===== src/rtl/lfsr_pkg.sv =====
// Shared types and helpers for the lfsr_gen pseudo-random source.
// Holds the run FSM encoding, default polynomial and the step function.
package lfsr_pkg;

  typedef enum logic [1:0] {
    S_IDLE,
    S_RUN,
    S_DONE
  } lfsr_fsm_e;

  localparam int         LFSR_MAX_W    = 32;
  localparam logic [7:0] LFSR_DEF_TAPS = 8'h1D;
  localparam logic [7:0] LFSR_DEF_SEED = 8'h01;

  // Inputs are zero-extended, so bits at and above w stay zero.
  function automatic logic [LFSR_MAX_W-1:0] lfsr_next(
    input logic [LFSR_MAX_W-1:0] s,
    input logic [LFSR_MAX_W-1:0] taps,
    input int                    w
  );
    logic [LFSR_MAX_W-1:0] r;
    logic                  fb;
    fb = ^(s & taps);
    r  = s >> 1;
    for (int i = 0; i < LFSR_MAX_W; i++) begin
      if (i == w - 1) r[i] = fb;
    end
    return r;
  endfunction

endpackage


===== src/rtl/lfsr_step.sv =====
// Combinational Fibonacci LFSR step: new bit enters at the MSB.
// Parametrised by width and feedback mask.
module lfsr_step
  import lfsr_pkg::*;
#(
  parameter int               WIDTH = 8,
  parameter logic [WIDTH-1:0] TAPS  = WIDTH'(LFSR_DEF_TAPS)
) (
  input  logic [WIDTH-1:0] i_state,
  output logic [WIDTH-1:0] o_next
);

  logic [LFSR_MAX_W-1:0] w_full;

  assign w_full = lfsr_next(LFSR_MAX_W'(i_state),
                            LFSR_MAX_W'(TAPS), WIDTH);
  assign o_next = w_full[WIDTH-1:0];

  if (WIDTH < LFSR_MAX_W) begin : g_hi
    logic w_unused_hi;
    assign w_unused_hi = |w_full[LFSR_MAX_W-1:WIDTH];
  end

endmodule


===== src/rtl/lfsr_gen.sv =====
// Parametrised LFSR generator with free-run, counted runs,
// period-wrap detection and zero-seed protection.
module lfsr_gen
  import lfsr_pkg::*;
#(
  parameter int               WIDTH      = 8,
  parameter logic [WIDTH-1:0] TAPS       = WIDTH'(LFSR_DEF_TAPS),
  parameter logic [WIDTH-1:0] RESET_SEED = WIDTH'(LFSR_DEF_SEED),
  parameter int               CNT_W      = 8
) (
  input  logic             clk,
  input  logic             rst,
  input  logic             load,
  input  logic [WIDTH-1:0] seed,
  input  logic             en,
  input  logic             start,
  input  logic [CNT_W-1:0] nsteps,
  output logic [WIDTH-1:0] state,
  output logic             busy,
  output logic             done,
  output logic             wrap,
  output logic             lockup
);

  lfsr_fsm_e        r_fsm;
  lfsr_fsm_e        w_fsm_nxt;
  logic [WIDTH-1:0] r_state;
  logic [WIDTH-1:0] r_ref;
  logic [WIDTH-1:0] w_next;
  logic [WIDTH-1:0] w_seed;
  logic [CNT_W-1:0] r_count;
  logic             r_wrap;
  logic             r_lockup;
  logic             w_step;
  logic             w_go;
  logic             w_zero;

  lfsr_step #(
    .WIDTH (WIDTH),
    .TAPS  (TAPS)
  ) u_step (
    .i_state (r_state),
    .o_next  (w_next)
  );

  assign w_zero = (seed == '0);
  assign w_seed = w_zero ? RESET_SEED : seed;

  always_ff @(posedge clk or posedge rst) begin
    if (rst) r_fsm <= S_IDLE;
    else     r_fsm <= w_fsm_nxt;
  end

  always_comb begin
    w_fsm_nxt = r_fsm;
    if (load) begin
      w_fsm_nxt = S_IDLE;
    end else begin
      case (r_fsm)
        S_IDLE: begin
          if (start)
            w_fsm_nxt = (nsteps != '0) ? S_RUN : S_DONE;
        end
        S_RUN: begin
          if (r_count == CNT_W'(1)) w_fsm_nxt = S_DONE;
        end
        S_DONE:  w_fsm_nxt = S_IDLE;
        default: w_fsm_nxt = S_IDLE;
      endcase
    end
  end

  // start outranks en in IDLE; load outranks everything.
  always_comb begin
    w_go   = !load && (r_fsm == S_IDLE) && start;
    w_step = 1'b0;
    if (!load) begin
      if (r_fsm == S_RUN)
        w_step = 1'b1;
      else if (r_fsm == S_IDLE && !start && en)
        w_step = 1'b1;
    end
    busy = (r_fsm == S_RUN);
    done = (r_fsm == S_DONE);
  end

  always_ff @(posedge clk or posedge rst) begin
    if (rst) begin
      r_state  <= RESET_SEED;
      r_ref    <= RESET_SEED;
      r_count  <= '0;
      r_wrap   <= 1'b0;
      r_lockup <= 1'b0;
    end else begin
      r_wrap   <= 1'b0;
      r_lockup <= 1'b0;
      if (load) begin
        r_state  <= w_seed;
        r_ref    <= w_seed;
        r_count  <= '0;
        r_lockup <= w_zero;
      end else if (w_step) begin
        r_state <= w_next;
        r_wrap  <= (w_next == r_ref);
        if (r_fsm == S_RUN) r_count <= r_count - 1'b1;
      end else if (w_go) begin
        r_count <= nsteps;
      end
    end
  end

  assign state  = r_state;
  assign wrap   = r_wrap;
  assign lockup = r_lockup;

endmodule


===== config.mk =====
export PLATFORM = sky130hd
export DESIGN_NAME = lfsr_gen
export DESIGN_NICKNAME = d
export VERILOG_FILES = /design/src/rtl/lfsr_pkg.sv /design/src/rtl/lfsr_step.sv /design/src/rtl/lfsr_gen.sv
export SDC_FILE = /design/constraint.sdc
export NUM_CORES = 1
export LEC_CHECK = 0
export BUFFER_PORTS_ARGS = -buffer_cell sky130_fd_sc_hd__buf_2
export CELL_PAD_IN_SITES_DETAIL_PLACEMENT = 1
export CELL_PAD_IN_SITES_GLOBAL_PLACEMENT = 2
export CORE_MARGIN = 3
export CORE_UTILIZATION = 35
export DETAILED_ROUTE_END_ITERATION = 6
export MAX_ROUTING_LAYER = met4
export PLACE_DENSITY = 0.92
export SYNTH_ARGS = -nofsm -noshare
export SYNTH_HDL_FRONTEND = slang
export SYNTH_SLANG_ARGS = --single-unit

===== constraint.sdc =====
create_clock -name clk -period 2.5 [get_ports clk]
set_clock_uncertainty 0.1 [all_clocks]
set_input_delay 0.25 -clock clk [delete_from_list [all_inputs] [get_ports clk]]
set_output_delay 0.25 -clock clk [all_outputs]
set_load 0.01 [all_outputs]

==> results.py <==
metrics = {
    "placed_design": {
        "dp_hpwl_um": 3090,
        "placedCellCount": 237,
        "place_congestion": 0.938,
        "dpl-instance-area_um2": 1730,
        "portBuffers": 32,
    },
    "synth": {
        "synth.distinct_cells": 35,
        "synth_compound_area_frac": 0.137,
        "synth-simple-area-share": 0.173,
        "ys_seq_area_frac": 0.460,
        "syn_avg_cell_area_um2": 9.68,
        "synth_flop_cell": "dfrtp_1",
        "async_flop_share": 1.00,
        "synth_cells": 158,
        "synthMuxAreaShare": 0.0925,
        "synth_fp_nets": 181,
        "synth_top_family_by_area": "simple AND/OR/NAND/NOR gates",
        "syn-cell-area_um2": 1530,
        "yosysWarningCount": 0,
        "ys_ff_latch": 28,
        "synth-edff-count": 0,
        "synth_xor_xnor_area_share": 0.0630,
        "synthAdderAreaFrac": 0.0164,
    },
    "sta": {
        "worstMarginPinSlew_ps": 553,
        "min_period_ps": 1870,
        "rsz0062_at_grt": "no",
        "finalSetupTns_ps": 0,
        "hold_violations": 0,
        "final_max_slew_viol_count": 0,
        "slew_headroom": 0.629,
        "setup_viol": 0,
        "period_share": 0.747,
        "fmax_mhz": 535,
    },
    "setup_path": {
        "crit_path_end_kind": "flop",
        "cp.depth": 6,
        "worstSetupPathType": "flop to flop",
        "cp_max_fo": 5,
        "crit_family": "simple AND/OR/NAND/NOR gates",
        "slowest_stage": "or3b_2",
        "reg2reg_depth": 6,
        "critPathLaunchType": "flop",
        "worst_ep_required_time_ps": 2540,
        "slowest_delay_ps": 500,
        "arrival_ps": 1900,
        "critPathBufInv": 1,
        "path_cells": "inv_1 -> ha_1 -> or3b_2 -> nor3_1 -> o21ai_0 -> o2bb2ai_1",
    },
    "global_routing": {
        "overflow": 0,
        "globalRouteTotalUtil": 0.166,
        "antenna_found_initial": 0,
        "grt_pass1_wl_um": 6680,
        "grt_pass1_vias": 1427,
        "grt_max_degree": 29,
    },
    "clocking": {
        "cts_buffer_depth": 2,
        "clock_sinks": 28,
        "cts.clk_slew.worst_paths_ps": 90,
        "numCtsBuffers": 3,
        "worstSkewPairLatency_ps": 270,
        "ctsResizeCount": 0,
        "cts_root_buf": "clkbuf_8",
        "cts_tree": "yes",
        "postCtsHoldBufs": 1,
        "cts_setup_buffers": 0,
        "h-tree-depth": 1,
    },
    "finish": {
        "drive_gt1_frac": 0.234,
        "utilization": 0.435,
        "antenna_cells": 0,
        "instances_no_fill": 242,
        "register_area_um2": 703,
        "final_common_cell": "buf_2",
        "final_area_um2": 1790,
        "final_cell_mix": "32 x buf_2, 26 x dfrtp_1, 17 x o21ai_0",
        "areaGrowthSynthToFinish_pct": 17.1,
        "multi_input_area_um2": 736,
        "nNetsFinal": 216,
        "fillerInstances": 495,
    },
    "die": {
        "die_w_um": 72.1,
        "start_util": 0.372,
        "io_pins": 33,
        "die_h_um": 72.1,
        "die-area_um2": 5200,
        "rows": 23,
        "core_area_um2": 4120,
    },
    "routing": {
        "vias": 1317,
        "drt_wl_total_um": 3940,
        "drt-initial-drc-count": 51,
        "post_drt_wl_per_cell_um": 16.3,
        "antenna_left": 0,
        "vias_per_cell": 5.44,
        "firstDrtPassIters": 4,
        "remaining_drc_errors": 0,
    },
    "job": {
        "drv_cap": 0,
    },
    "power": {
        "leakagePower_nw": 0.863,
        "vdd_drop_max_mv": 0.253,
        "p_per_area_nw_per_um2": 655,
    },
    "min_path": {
        "whs_path_depth": 3,
        "min_path_type": "input port to flop",
    },
    "outcome": {
        "status": "complete, no violations",
    },
}
==> sequential cells by signal, indices dropped and copies added, names as in the netlist <==
signal and cells:
lockup 1, r_count 8, r_fsm 2, r_ref 8
state 8, wrap 1
==> logic make-up (layout without fill, tap and decap cells) <==
family	after synthesis	count (layout)
flops	28	28
mux	14	14
xor+xnor	11	11
simple gates	52	52
buf+inv	18	52
fa+ha+maj	2	2
compound gates	33	33
==> path summary, 6_finish.rpt <==
check,slack (ps),startpoint,end
worst min register to register,420,r_ref[0]$_DFFE_PP1P_,r_ref[0]$_DFFE_PP1P_
max in group asynchronous,1510,rst,r_ref[0]$_DFFE_PP1P_
worst max register to register,630,r_count[0]$_DFFE_PP0P_,r_count[6]$_DFFE_PP0P_
worst max-delay path,630,r_count[0]$_DFFE_PP0P_,r_count[6]$_DFFE_PP0P_
min in group asynchronous,480,rst,wrap$_DFF_PP0_
worst min-delay path,120,seed[2],state[2]$_DFFE_PP0P_
==> worst reg2reg max path, cell delays in order, from the launching register on <==
cell	delay, ps
dfrtp_1	450
inv_1	100
ha_1	170
or3b_2	500
nor3_1	140
o21ai_0	100
o2bb2ai_1	170
==> per-stage QoR <==
| step | total power [W] | setup slack (ps) | hold WS [ps] |
|---|---|---|---|
| floorplan | 0.000802 | 827 | 214 |
| global placement | 0.000892 | 742 | 231 |
| detailed placement | 0.000908 | 641 | 246 |
| CTS | 0.00119 | 636 | 116 |
| global route | 0.00125 | 505 | 130 |
| finish | 0.00117 | 632 | 120 |
==> cell type report <==
class / count / share of cell area
multi-input combinational: 112 / 0.411
inverter: 13 / 0.0273
tap: 50 / 0.0349
clock buffer: 4 / 0.0307
sequential: 28 / 0.393
timing repair buffer: 35 / 0.103
==> report_power, final <==
part	total (W)	internal, W	switching [W]
Sequential	0.000570	0.000507	0.0000627
Clock	0.000276	0.000141	0.000135
Combinational	0.000328	0.000152	0.000176
==> synth_stat cells (4+ instances only) <==
cell type,number,area [um2]
mux2i_1,13,130
o2bb2ai_1,5,43.8
inv_1,13,48.8
nor3_1,6,30.0
nand2_1,13,48.8
nor2_1,13,48.8
dfrtp_1,26,651
nor4_1,4,25.0
xnor2_1,10,87.6
nand3_1,4,20.0
o21ai_0,17,85.1
==> layer usage <==
| metal | up-vias | GRT usage | share of wire |
|---|---|---|---|
| met5 | - | - | 0 |
| met4 | 0 | 0.0668 | 0.019 |
| met3 | 10 | 0.0263 | 0.041 |
| met2 | 37 | 0.276 | 0.50 |
| met1 | 651 | 0.202 | 0.43 |
| li1 | 619 | - | - |
(Power assumes the default switching activity.)
